`src/rtl/serializer_if.sv`:
```
// Link bundle for the serializer: upstream word handshake, receiver pacing
// and the 1-bit data / write-strobe output.
interface serializer_if #(
    parameter int unsigned DATA_WIDTH = 8
);
    logic [DATA_WIDTH-1:0] data_in;
    logic                  valid_in;
    logic                  ack_out;
    logic                  rx_ready_in;
    logic                  serial_out;
    logic                  write_out;
    logic                  busy_out;
    logic [7:0]            words_sent;

    modport master (
        output data_in, valid_in, rx_ready_in,
        input  ack_out, serial_out, write_out, busy_out, words_sent
    );

    modport slave (
        input  data_in, valid_in, rx_ready_in,
        output ack_out, serial_out, write_out, busy_out, words_sent
    );
endinterface

```
`src/rtl/serializer.sv`:
```
// Double-buffered parallel-to-serial transmitter: MSB-first bits, one per
// write_out strobe, paced by the receiver status with an idle gap between words.
module serializer #(
    parameter int unsigned DATA_WIDTH = 8,
    parameter int unsigned GAP_CYCLES = 2
) (
    input  logic clock_100KHZ,
    input  logic reset,
    serializer_if.slave bus
);
    localparam int unsigned CNT_W = $clog2(DATA_WIDTH);
    localparam int unsigned GAP_W = 4;

    typedef enum logic [1:0] {
        IDLE  = 2'd0,
        SHIFT = 2'd1,
        GAP   = 2'd2
    } state_t;

    state_t                state;
    state_t                state_nxt;
    logic [DATA_WIDTH-1:0] hold;
    logic                  hold_full;
    logic                  hold_full_nxt;
    logic [DATA_WIDTH-1:0] shift;
    logic [CNT_W-1:0]      bit_cnt;
    logic [GAP_W-1:0]      gap_cnt;
    logic                  capture;
    logic                  load;
    logic                  last_bit;

    // Handshake and transfer decisions for the coming edge
    always_comb begin
        capture       = bus.valid_in && !hold_full && !bus.ack_out;
        load          = hold_full && ((state == IDLE) ||
                        ((state == GAP) && (gap_cnt == GAP_W'(1))));
        last_bit      = (state == SHIFT) && bus.rx_ready_in &&
                        (bit_cnt == CNT_W'(DATA_WIDTH - 1));
        hold_full_nxt = (hold_full && !load) || capture;
        state_nxt     = state;
        case (state)
            IDLE:    if (hold_full) state_nxt = SHIFT;
            SHIFT:   if (last_bit) state_nxt = GAP;
            GAP:     if (gap_cnt == GAP_W'(1)) state_nxt = hold_full ? SHIFT : IDLE;
            default: state_nxt = IDLE;
        endcase
    end

    always_ff @(posedge clock_100KHZ or posedge reset) begin
        if (reset) begin
            state          <= IDLE;
            hold           <= '0;
            hold_full      <= 1'b0;
            shift          <= '0;
            bit_cnt        <= '0;
            gap_cnt        <= '0;
            bus.ack_out    <= 1'b0;
            bus.serial_out <= 1'b0;
            bus.write_out  <= 1'b0;
            bus.busy_out   <= 1'b0;
            bus.words_sent <= '0;
        end else begin
            state        <= state_nxt;
            hold_full    <= hold_full_nxt;
            bus.busy_out <= hold_full_nxt || (state_nxt != IDLE);
            bus.ack_out  <= capture;
            bus.write_out <= 1'b0;
            if (capture) hold <= bus.data_in;
            if (load) begin
                shift   <= hold;
                bit_cnt <= '0;
            end
            case (state)
                SHIFT: begin
                    // A low rx_ready_in stalls with shift and count frozen
                    if (bus.rx_ready_in) begin
                        bus.serial_out <= shift[DATA_WIDTH-1];
                        bus.write_out  <= 1'b1;
                        shift          <= {shift[DATA_WIDTH-2:0], 1'b0};
                        bit_cnt        <= bit_cnt + CNT_W'(1);
                        if (last_bit) begin
                            bit_cnt        <= '0;
                            gap_cnt        <= GAP_W'(GAP_CYCLES);
                            bus.words_sent <= bus.words_sent + 8'd1;
                        end
                    end
                end
                GAP: begin
                    if (gap_cnt == GAP_W'(1)) gap_cnt <= '0;
                    else                      gap_cnt <= gap_cnt - GAP_W'(1);
                end
                default: ;
            endcase
        end
    end
endmodule
```
`src/flat_wrapper.sv`:
```
// flat-port wrapper written by rule: the top's interface ports become plain ports
module serializer_flat 
#(
    parameter int unsigned DATA_WIDTH = 8,
    parameter int unsigned GAP_CYCLES = 2
)
  (clock_100KHZ, reset, bus_data_in, bus_valid_in, bus_rx_ready_in, bus_ack_out, bus_serial_out, bus_write_out, bus_busy_out, bus_words_sent);
  serializer_if #(.DATA_WIDTH(DATA_WIDTH)) bus_i ();
  input  logic clock_100KHZ;
  input  logic reset;
  input wire logic [$bits(bus_i.data_in)-1:0] bus_data_in;
  input wire logic [$bits(bus_i.valid_in)-1:0] bus_valid_in;
  input wire logic [$bits(bus_i.rx_ready_in)-1:0] bus_rx_ready_in;
  output wire logic [$bits(bus_i.ack_out)-1:0] bus_ack_out;
  output wire logic [$bits(bus_i.serial_out)-1:0] bus_serial_out;
  output wire logic [$bits(bus_i.write_out)-1:0] bus_write_out;
  output wire logic [$bits(bus_i.busy_out)-1:0] bus_busy_out;
  output wire logic [$bits(bus_i.words_sent)-1:0] bus_words_sent;
  assign bus_i.data_in = bus_data_in;
  assign bus_i.valid_in = bus_valid_in;
  assign bus_i.rx_ready_in = bus_rx_ready_in;
  assign bus_ack_out = bus_i.ack_out;
  assign bus_serial_out = bus_i.serial_out;
  assign bus_write_out = bus_i.write_out;
  assign bus_busy_out = bus_i.busy_out;
  assign bus_words_sent = bus_i.words_sent;
  serializer #(.DATA_WIDTH(DATA_WIDTH), .GAP_CYCLES(GAP_CYCLES)) u_core (.clock_100KHZ(clock_100KHZ), .reset(reset), .bus(bus_i));
endmodule
```
`config.mk`:
```
export PLATFORM = sky130hd
export DESIGN_NAME = serializer_flat
export DESIGN_NICKNAME = d
export VERILOG_FILES = /design/src/rtl/serializer_if.sv /design/src/rtl/serializer.sv /design/src/flat_wrapper.sv
export SDC_FILE = /design/constraint.sdc
export NUM_CORES = 1
export LEC_CHECK = 0
export CAP_MARGIN = 20
export CORE_ASPECT_RATIO = 0.9
export CORE_MARGIN = 2
export CORE_UTILIZATION = 58
export CTS_CLUSTER_DIAMETER = 200
export DETAILED_ROUTE_END_ITERATION = 10
export PLACE_DENSITY_LB_ADDON = 0.3
export SYNTH_ARGS = -nofsm -noshare
export SYNTH_HDL_FRONTEND = slang
export SYNTH_SLANG_ARGS = --single-unit
```
`constraint.sdc`:
```
create_clock -name clock_100KHZ -period 5.35 [get_ports clock_100KHZ]
set_clock_uncertainty 0.15 [all_clocks]
set_input_delay 0.8025 -clock clock_100KHZ [delete_from_list [all_inputs] [get_ports clock_100KHZ]]
set_output_delay 0.8025 -clock clock_100KHZ [all_outputs]
set_load 0.01 [all_outputs]
```
==> results.tsv, run 1 <==
metric	value	unit
outcome	finished clean	
power	0.987	mW
drtIter0Drc	124	
core.rowCount	19	
critPathMaxStageDelay	580	ps
yosysWarnings	0	
yosysTopAreaCell	dfrtp_1	
finish.utilization	69.4	%
p_leak	0.932	nW
vdd_drop_max	0.000304	V
grt_pass1_vias	1352	
drc	0	
drt-total-wl	3.54	mm
grt.total_usage	22.1	%
via_per_inst	5.62	
criticalPathCategory	flip-flop to output pin	
insertion_delay	330	ps
hold_violations	0	
path_clk_slew	100	ps
drive_above_1_share	6.53	%
die_w	62.5	um
grt_pass1_wl	6.13	mm
cts_tree	yes	
cts_sinks	38	
grt_max_degree	39	
slew_headroom	49.1	%
crit_family	buffers and inverters	
hpwlAfterDp	2.53	mm
root_buffer	clkbuf_4	
antenna_found_initial	0	
antenna-diode-count	0	
syn_area	1790	sq um
hold_buffers	0	
numCtsBuffers	5	
cp_cell_sequence	clkdlybuf4s50_1	
timing.final.crit_share	43.4	%
whs	329	ps
start_kind	flip-flop	
cts_htree_levels	2	
initial_core_util	59.6	%
worstPathBufferInverterCount	1	
maxSlewViolCount	0	
ys_types	34	
core_area	3000	sq um
yosysSeqAreaShare	53.2	%
netlist_instances	177	
fmax	431	MHz
overflow	0	
syn_nets	194	
post_cts_resized	0	
ant_nets	0	
path_max_fanout	6	
drv_cap	0	
final_nets	216	
rrSetupSlack	3230	ps
cp-end-kind	output pin	
hp-class	flip-flop to flip-flop	
fin_crit	2320	ps
io_buffers	23	
synth_area_per_cell	10.1	sq um
place_congestion	0.725	
setup_viol	0	
synth-seq-cells	38	
post-cts-setup-buffers	0	
ios	24	
synth.top_cell.area_share	53.2	%
avgRoutedWirePerCell	14.7	um
arrival	1370	ps
cpMaxStageDelayCell	clkdlybuf4s50_1	
die_area	3540	sq um
cts.path.max_buffers	2	
die_h	56.7	um
area_delta_synth_final	16.4	%
fin_setup_tns	0	ps
required	4400	ps
dr.pass1.iters	5	
rsz0062_at_grt	false	
power_density	475	nW/um^2
dr_total_vias	1355	
worst_pin_slew	762	ps
yosys-top-cells-area	dfrtp_1, nand2_1, o21ai_0	
## state kept, by name (all words and copies together), names as in the netlist, 2 cells and up
| register | count |
|---|---|
| u_core.state | 2 |
| u_core.bus.words_sent | 8 |
| u_core.gap_cnt | 4 |
| u_core.shift | 8 |
| u_core.bit_cnt | 3 |
| u_core.hold | 8 |
## final timing paths
| path | start | to | depth (start not counted) |
|---|---|---|---|
| max in group asynchronous | reset | u_core.shift[5]$_DFF_PP0_ | 3 |
| hold / removal | u_core.bus.words_sent[7]$_DFFE_PP0P_ | u_core.bus.words_sent[7]$_DFFE_PP0P_ | 1 |
| hold reg to reg | u_core.bus.words_sent[7]$_DFFE_PP0P_ | u_core.bus.words_sent[7]$_DFFE_PP0P_ | 1 |
| setup / recovery | u_core.bus.words_sent[3]$_DFFE_PP0P_ | bus_words_sent[3] | 1 |
| setup reg to reg | u_core.state[1]$_DFF_PP0_ | u_core.bus.serial_out$_DFFE_PP0P_ | 2 |
| min in group asynchronous | reset | u_core.hold[1]$_DFFE_PP0P_ | 3 |
## layer usage
layer  track usage [%]  part of all wire [%]  vias up
met1              30.1                    47      655
met2              35.5                    48       38
met3              5.21                   4.2        6
met5                 0                     0        -
li1                  -                     -      656
met4              6.98                   1.5        0
## Yosys cell counts
| cell | number |
|---|---|
| buf_2 | 1 |
| nand4_1 | 3 |
| nand3b_1 | 1 |
| a211o_2 | 1 |
| a21oi_1 | 4 |
| and3_1 | 1 |
| or3_1 | 1 |
| nand2_1 | 25 |
| a211o_1 | 6 |
| o21ai_0 | 13 |
| a21o_2 | 1 |
| buf_6 | 1 |
| nor3b_2 | 2 |
| a31oi_1 | 9 |
| nand2b_1 | 3 |
| nor2_1 | 9 |
| inv_1 | 14 |
| o2bb2ai_1 | 1 |
| ha_1 | 5 |
| a31o_2 | 1 |
| o32ai_1 | 1 |
| mux2_2 | 1 |
| xor2_1 | 3 |
| clkbuf_1 | 7 |
| nand3_1 | 4 |
| and4b_1 | 1 |
| xnor2_1 | 5 |
| nor3_1 | 4 |
| nor2b_1 | 1 |
| dfrtp_1 | 38 |
| or3b_4 | 1 |
| nand4b_1 | 1 |
| mux2i_1 | 1 |
| a2bb2oi_1 | 7 |
## through the flow
| step | setup slack, ps | cells | area (sq um) |
|---|---|---|---|
| floorplan | 3540 | 177 | 1790 |
| global placement | 2820 | 234 | 2030 |
| detailed placement | 2770 | 234 | 2030 |
| CTS | 3040 | 241 | 2080 |
| global route | 2940 | 241 | 2080 |
| finish | 3030 | 241 | 2080 |
## final cells by class
type,count,area (sq um)
repair buffers,24,238
clock buffers,7,45.0
fillers,251,916
multi-input cells,116,741
inverters,14,52.6
well taps,42,52.6
flip-flops and latches,38,951
## cell usage in the layout (no fill, tap or decap), drive strengths merged, types with 5 or more instances in the layout
cell           Yosys  routed
dfrtp             38      38
nand2             25      25
clkdlybuf4s50      0      23
inv               14      14
o21ai             13      13
a31oi              9       9
nor2               9       9
a2bb2oi            7       7
a211o              7       7
clkbuf             7       7
xnor2              5       5
ha                 5       5
## cell families (layout without fill, tap and decap cells)
group	count (synthesis)	in the layout	share of synthesized area [%]
AO/OA/AOI/OAI	44	44	16.8
buffers and inverters	23	45	5.32
flip-flops	38	38	53.2
XOR/XNOR	8	8	3.92
AND/OR/NAND/NOR	57	57	16.0
multiplexers	2	2	1.19
adder cells (fa/ha/maj)	5	5	3.50
## power by group
group / switching [mW] / internal, mW
Combinational: 0.184 / 0.172
Clock: 0.0861 / 0.0496
Sequential: 0.0984 / 0.396
No activity file was read; power rests on OpenSTA's default activity.
==> run 2, diff against run 1 <==
--- a/config.mk
+++ b/config.mk
@@ -8,7 +8,7 @@
 export CAP_MARGIN = 20
 export CORE_ASPECT_RATIO = 0.9
 export CORE_MARGIN = 2
-export CORE_UTILIZATION = 58
+export CORE_UTILIZATION = 48
 export CTS_CLUSTER_DIAMETER = 200
 export DETAILED_ROUTE_END_ITERATION = 10
 export PLACE_DENSITY_LB_ADDON = 0.3
==> constraint.sdc (replaced) <==
create_clock -name clock_100KHZ -period 1.9 [get_ports clock_100KHZ]
set_clock_uncertainty 0.15 [all_clocks]
set_input_delay 0.285 -clock clock_100KHZ [delete_from_list [all_inputs] [get_ports clock_100KHZ]]
set_output_delay 0.285 -clock clock_100KHZ [all_outputs]
set_load 0.01 [all_outputs]
==> results.tsv, run 2 (synthesized netlist as in run 1, its figures left out) <==
metric	value	unit	change
outcome	finished clean		
place_congestion	0.808		+11%
grt.total_usage	19.3	%	-2.8 points
drt-total-wl	3.72	mm	+5.0%
place_inst	246		+5.1%
root_buffer	clkbuf_8		
ant_nets	0		unchanged
ios	24		unchanged
crit_start	u_core.gap_cnt[1]$_DFFE_PP0P_		
arrival	1850	ps	+480 ps
maxSlewViolCount	0		unchanged
whs	264	ps	-64.7 ps
start_kind	flip-flop		
reg2reg_from	u_core.gap_cnt[1]$_DFFE_PP0P_		
drive_above_1_share	12.0	%	+5.4 points
die_area	4230	sq um	+19%
required	1930	ps	-2470 ps
insertion_delay	290	ps	-40 ps
hold_violations	0		unchanged
rr_endpoint	u_core.bit_cnt[0]$_DFF_PP0_		
rrSetupSlack	70	ps	-3160 ps
timing.final.crit_share	96.1	%	
hold_buffers	0		unchanged
worst-r2r-cell-count	5		+3
setup_viol	0		unchanged
rsz0062_at_grt	false		
endpoint	u_core.bit_cnt[0]$_DFF_PP0_		
power_density	1380	nW/um^2	+190%
cts_htree_levels	2		unchanged
path_max_fanout	6		unchanged
core.rowCount	21		+2
path_clk_slew	70	ps	-30 ps
die_w	68.3	um	+9.3%
antenna_found_initial	0		unchanged
cts.path.max_buffers	2		unchanged
final_common_cell	dfrtp_1		
criticalPathCategory	flip-flop to flip-flop		
initial_core_util	48.9	%	-11 points
dr.pass1.iters	4		-1
grt_pass1_wl	6.00	mm	-2.2%
cts_sinks	38		unchanged
drc	0		unchanged
grt_pass1_vias	1276		-5.6%
die_h	61.9	um	+9.2%
dr_total_vias	1424		+5.1%
worst_pin_slew	616	ps	-145 ps
area_delta_synth_final	23.0	%	
avgRoutedWirePerCell	14.6	um	-0.76%
cts_tree	yes		
vdd_drop_max	0.000750	V	+150%
grt_max_degree	39		unchanged
core_area	3650	sq um	+22%
drv_cap	0		unchanged
reg.largest.list	u_core.bus.words_sent (8), u_core.hold (8), u_core.shift (8)		
finalInstanceArea	2200	sq um	+5.7%
drtIter0Drc	68		-45%
numCtsBuffers	5		unchanged
final_nets	226		+4.6%
fmax	548	MHz	
placed_area	2100	sq um	+3.2%
antenna-diode-count	0		unchanged
final_cell_mix	dfrtp_1, nand2_1, clkdlybuf4s50_1, inv_1, o21ai_0		
via_per_inst	5.58		-0.68%
hpwlAfterDp	2.56	mm	+1.1%
p_leak	0.989	nW	+6.1%
io_buffers	23		unchanged
cp-end-kind	flip-flop		
hp-class	primary input to async pin		
fillers	298		+19%
fin_setup_tns	0	ps	unchanged
instances_no_fill	255		+5.8%
slew_headroom	58.9	%	+9.8 points
overflow	0		unchanged
fin_crit	1830	ps	
-- run 2: final cells by class --
| type | count | area (sq um) | area share, % |
|---|---|---|---|
| inverters | 14 | 52.6 | 2.39 |
| clock buffers | 7 | 76.3 | 3.47 |
| multi-input cells | 117 | 754 | 34.3 |
| repair buffers | 33 | 305 | 13.9 |
| well taps | 46 | 57.6 | 2.62 |
| flip-flops and latches | 38 | 951 | 43.3 |
-- run 2: how the worst min path moves through the flow --
stage / startpoint / to / slack (ps) / depth (start not counted)
6_report: reset / u_core.shift[6]$_DFF_PP0_ / 260 / 3
4_1_cts: reset / u_core.hold[1]$_DFFE_PP0P_ / 280 / 3
5_1_grt: reset / u_core.hold[1]$_DFFE_PP0P_ / 330 / 3
2_1_floorplan: bus_data_in[0] / u_core.hold[0]$_DFFE_PP0P_ / 250 / 2
3_3_place_gp: u_core.bus.words_sent[7]$_DFFE_PP0P_ / u_core.bus.words_sent[7]$_DFFE_PP0P_ / 310 / 1
3_5_place_dp: u_core.bus.words_sent[7]$_DFFE_PP0P_ / u_core.bus.words_sent[7]$_DFFE_PP0P_ / 340 / 1
-- run 2: report_power, final --
part	switching, mW	internal (mW)
combinational	0.605	0.566
clock	0.261	0.253
sequential	0.235	1.12
total	1.10	1.94
-- run 2: critical path, stage by stage (launching register included) --
cell and delay [ps]:
dfrtp_1 400, inv_2 70, ha_2 170, or3b_4 430, a21o_2 250, a31o_2 250
-- run 2: metrics by stage --
stage,power [mW],setup slack (ps),utilization [%]
3_3_place_gp,2.41,107,57.5
3_5_place_dp,2.49,38.0,57.5
4_1_cts,3.01,26.3,59.6
6_report,3.04,74.7,60.2
2_1_floorplan,2.09,166,-
5_1_grt,3.26,0.458,60.2
-- run 2: timing repair --
item                                    in CTS  in global routing
endpoints found under the setup margin       0                  7
buffers inserted                             0                  1
resized for setup                            0                  3
-- run 2: routing by layer --
| layer | up-vias | global-route usage (%) | part of all wire, % |
|---|---|---|---|
| li1 | 683 | - | - |
| met1 | 690 | 27.4 | 49 |
| met2 | 44 | 30.0 | 45 |
| met3 | 7 | 4.32 | 4.9 |
| met4 | 0 | 6.00 | 1.4 |
| met5 | - | 0 | 0 |
==> run 3, diff against run 2 <==
--- a/config.mk
+++ b/config.mk
@@ -6,9 +6,11 @@
 export NUM_CORES = 1
 export LEC_CHECK = 0
 export CAP_MARGIN = 20
+export CELL_PAD_IN_SITES_DETAIL_PLACEMENT = 0
+export CELL_PAD_IN_SITES_GLOBAL_PLACEMENT = 1
 export CORE_ASPECT_RATIO = 0.9
 export CORE_MARGIN = 2
-export CORE_UTILIZATION = 48
+export CORE_UTILIZATION = 37
 export CTS_CLUSTER_DIAMETER = 200
 export DETAILED_ROUTE_END_ITERATION = 10
 export PLACE_DENSITY_LB_ADDON = 0.3
==> results.tsv, run 3 (synthesized netlist as in run 1, its figures left out) <==
metric	value	unit	change
outcome	finished clean		
hp-class	primary input to async pin		
numCtsBuffers	5		unchanged
die_h	69.9	um	+13%
drt-total-wl	3.56	mm	-4.1%
antenna-diode-count	0		unchanged
ios	24		unchanged
setup_viol	0		unchanged
fin_crit	1850	ps	+29.5 ps
cts_sinks	38		unchanged
vdd_drop_max	0.000737	V	-1.6%
dr.pass1.iters	5		+1
start_kind	flip-flop		
fin_ws	45.1	ps	-29.5 ps
root_buffer	clkbuf_8		
dr_total_vias	1349		-5.3%
reg.largest.list	u_core.bus.words_sent (8), u_core.hold (8), u_core.shift (8)		
worst_pin_slew	596	ps	-19.9 ps
reg2reg_from	u_core.gap_cnt[1]$_DFFE_PP0P_		
multi_input_comb_area	741	sq um	-1.8%
critPathMaxStageDelay	450	ps	+20 ps
cpMaxStageDelayCell	or3b_4		
insertion_delay	290	ps	about the same
post-cts-setup-buffers	0		unchanged
cts.path.max_buffers	2		unchanged
cts_tree	yes		
slew_headroom	60.2	%	+1.3 points
hold_buffers	0		unchanged
die_w	77.3	um	+13%
initial_core_util	39.3	%	-9.6 points
grt_max_degree	39		unchanged
place_congestion	0.707		-12%
avgRoutedWirePerCell	13.3	um	-8.4%
drc	0		unchanged
fmax	539	MHz	-1.6%
cts_htree_levels	2		unchanged
area_delta_synth_final	26.1	%	
via_per_inst	5.05		-9.5%
power_density	1450	nW/um^2	+5.0%
cp_cell_sequence	inv_1 -> ha_1 -> or3b_4 -> a21o_2 -> a31o_2		
grt.total_usage	14.5	%	-4.8 points
path_max_fanout	10		+4
hpwlAfterDp	2.47	mm	-3.5%
final_nets	221		-2.2%
drtIter0Drc	41		-40%
worstPathBufferInverterCount	1		unchanged
final_cell_mix	dfrtp_1, nand2_1, clkdlybuf4s50_1, inv_1, o21ai_0		
arrival	1880	ps	+30 ps
fin_setup_tns	0	ps	unchanged
final_common_cell	dfrtp_1		
fillers	447		+50%
cp-end-kind	flip-flop		
crit_family	compound AO/OA/AOI/OAI gates		
post_cts_resized	0		unchanged
antenna_found_initial	0		unchanged
grt_pass1_wl	6.27	mm	+4.6%
path_clk_slew	70	ps	about the same
required	1930	ps	about the same
hold_violations	0		unchanged
maxSlewViolCount	0		unchanged
criticalPathCategory	flip-flop to flip-flop		
ant_nets	0		unchanged
crit_start	u_core.gap_cnt[1]$_DFFE_PP0P_		
core.rowCount	23		+9.5%
drive_above_1_share	10.2	%	-1.7 points
ff_latch_area	951	sq um	unchanged
io_buffers	23		unchanged
p_leak	1.01	nW	+1.8%
rsz0062_at_grt	false		
timing.final.crit_share	97.6	%	+1.6 points
drv_cap	0		unchanged
finish.utilization	49.5	%	-11 points
overflow	0		unchanged
place_worst_setup_slack	36.9	ps	-1.14 ps
die_area	5400	sq um	+28%
grt_pass1_vias	1366		+7.1%
core_area	4550	sq um	+24%
## run 3: worst paths after layout
path                            depth (start not counted)  slack, ps                              endpoint
worst min-delay path                                    3        250  u_core.bus.words_sent[1]$_DFFE_PP0P_
min in group clock_100KHZ                               1        330  u_core.bus.words_sent[7]$_DFFE_PP0P_
worst min register to register                          1        330  u_core.bus.words_sent[7]$_DFFE_PP0P_
worst max register to register                          5         50           u_core.bit_cnt[0]$_DFF_PP0_
max in group asynchronous                               3       1000             u_core.shift[7]$_DFF_PP0_
worst max-delay path                                    5         50           u_core.bit_cnt[0]$_DFF_PP0_
## run 3: routing by layer
metal | global-route usage, % | vias to the layer above | wire, um
li1 | - | 670 | -
met1 | 19.0 | 650 | 1730
met2 | 22.7 | 25 | 1670
met3 | 4.78 | 4 | 113
met4 | 4.76 | 0 | 46
met5 | 0 | - | 0
## run 3: metrics by stage
step	hold WS [ps]	cells	instance area (sq um)	total power, mW
floorplan	252	177	1790	2.09
global placement	307	258	2100	2.38
detailed placement	314	258	2100	2.45
CTS	271	266	2240	3.31
global route	322	267	2250	3.52
finish	249	267	2250	3.27
## run 3: worst register-to-register path, delay by kind of cell (launching register included)
family / cells / cell delay, ps
AOI/OAI and AO/OA: 2 / 510
and+or+nand+nor: 1 / 450
DFF: 1 / 390
adders and majority gates: 1 / 160
buffers and inverters: 1 / 90
## run 3: area by class of cell
class                      count  area share [%]
sequential                    38            42.2
multi-input combinational    116            32.9
timing repair buffer          29            12.8
clock buffer                   6            3.67
tap                           62            3.44
clock inverter                 2            2.67
inverter                      14            2.33
## run 3: where the power goes
part           internal, mW  switching [mW]
registers              1.12           0.217
logic                 0.530           0.563
clock network         0.560           0.282
total                  2.21            1.06
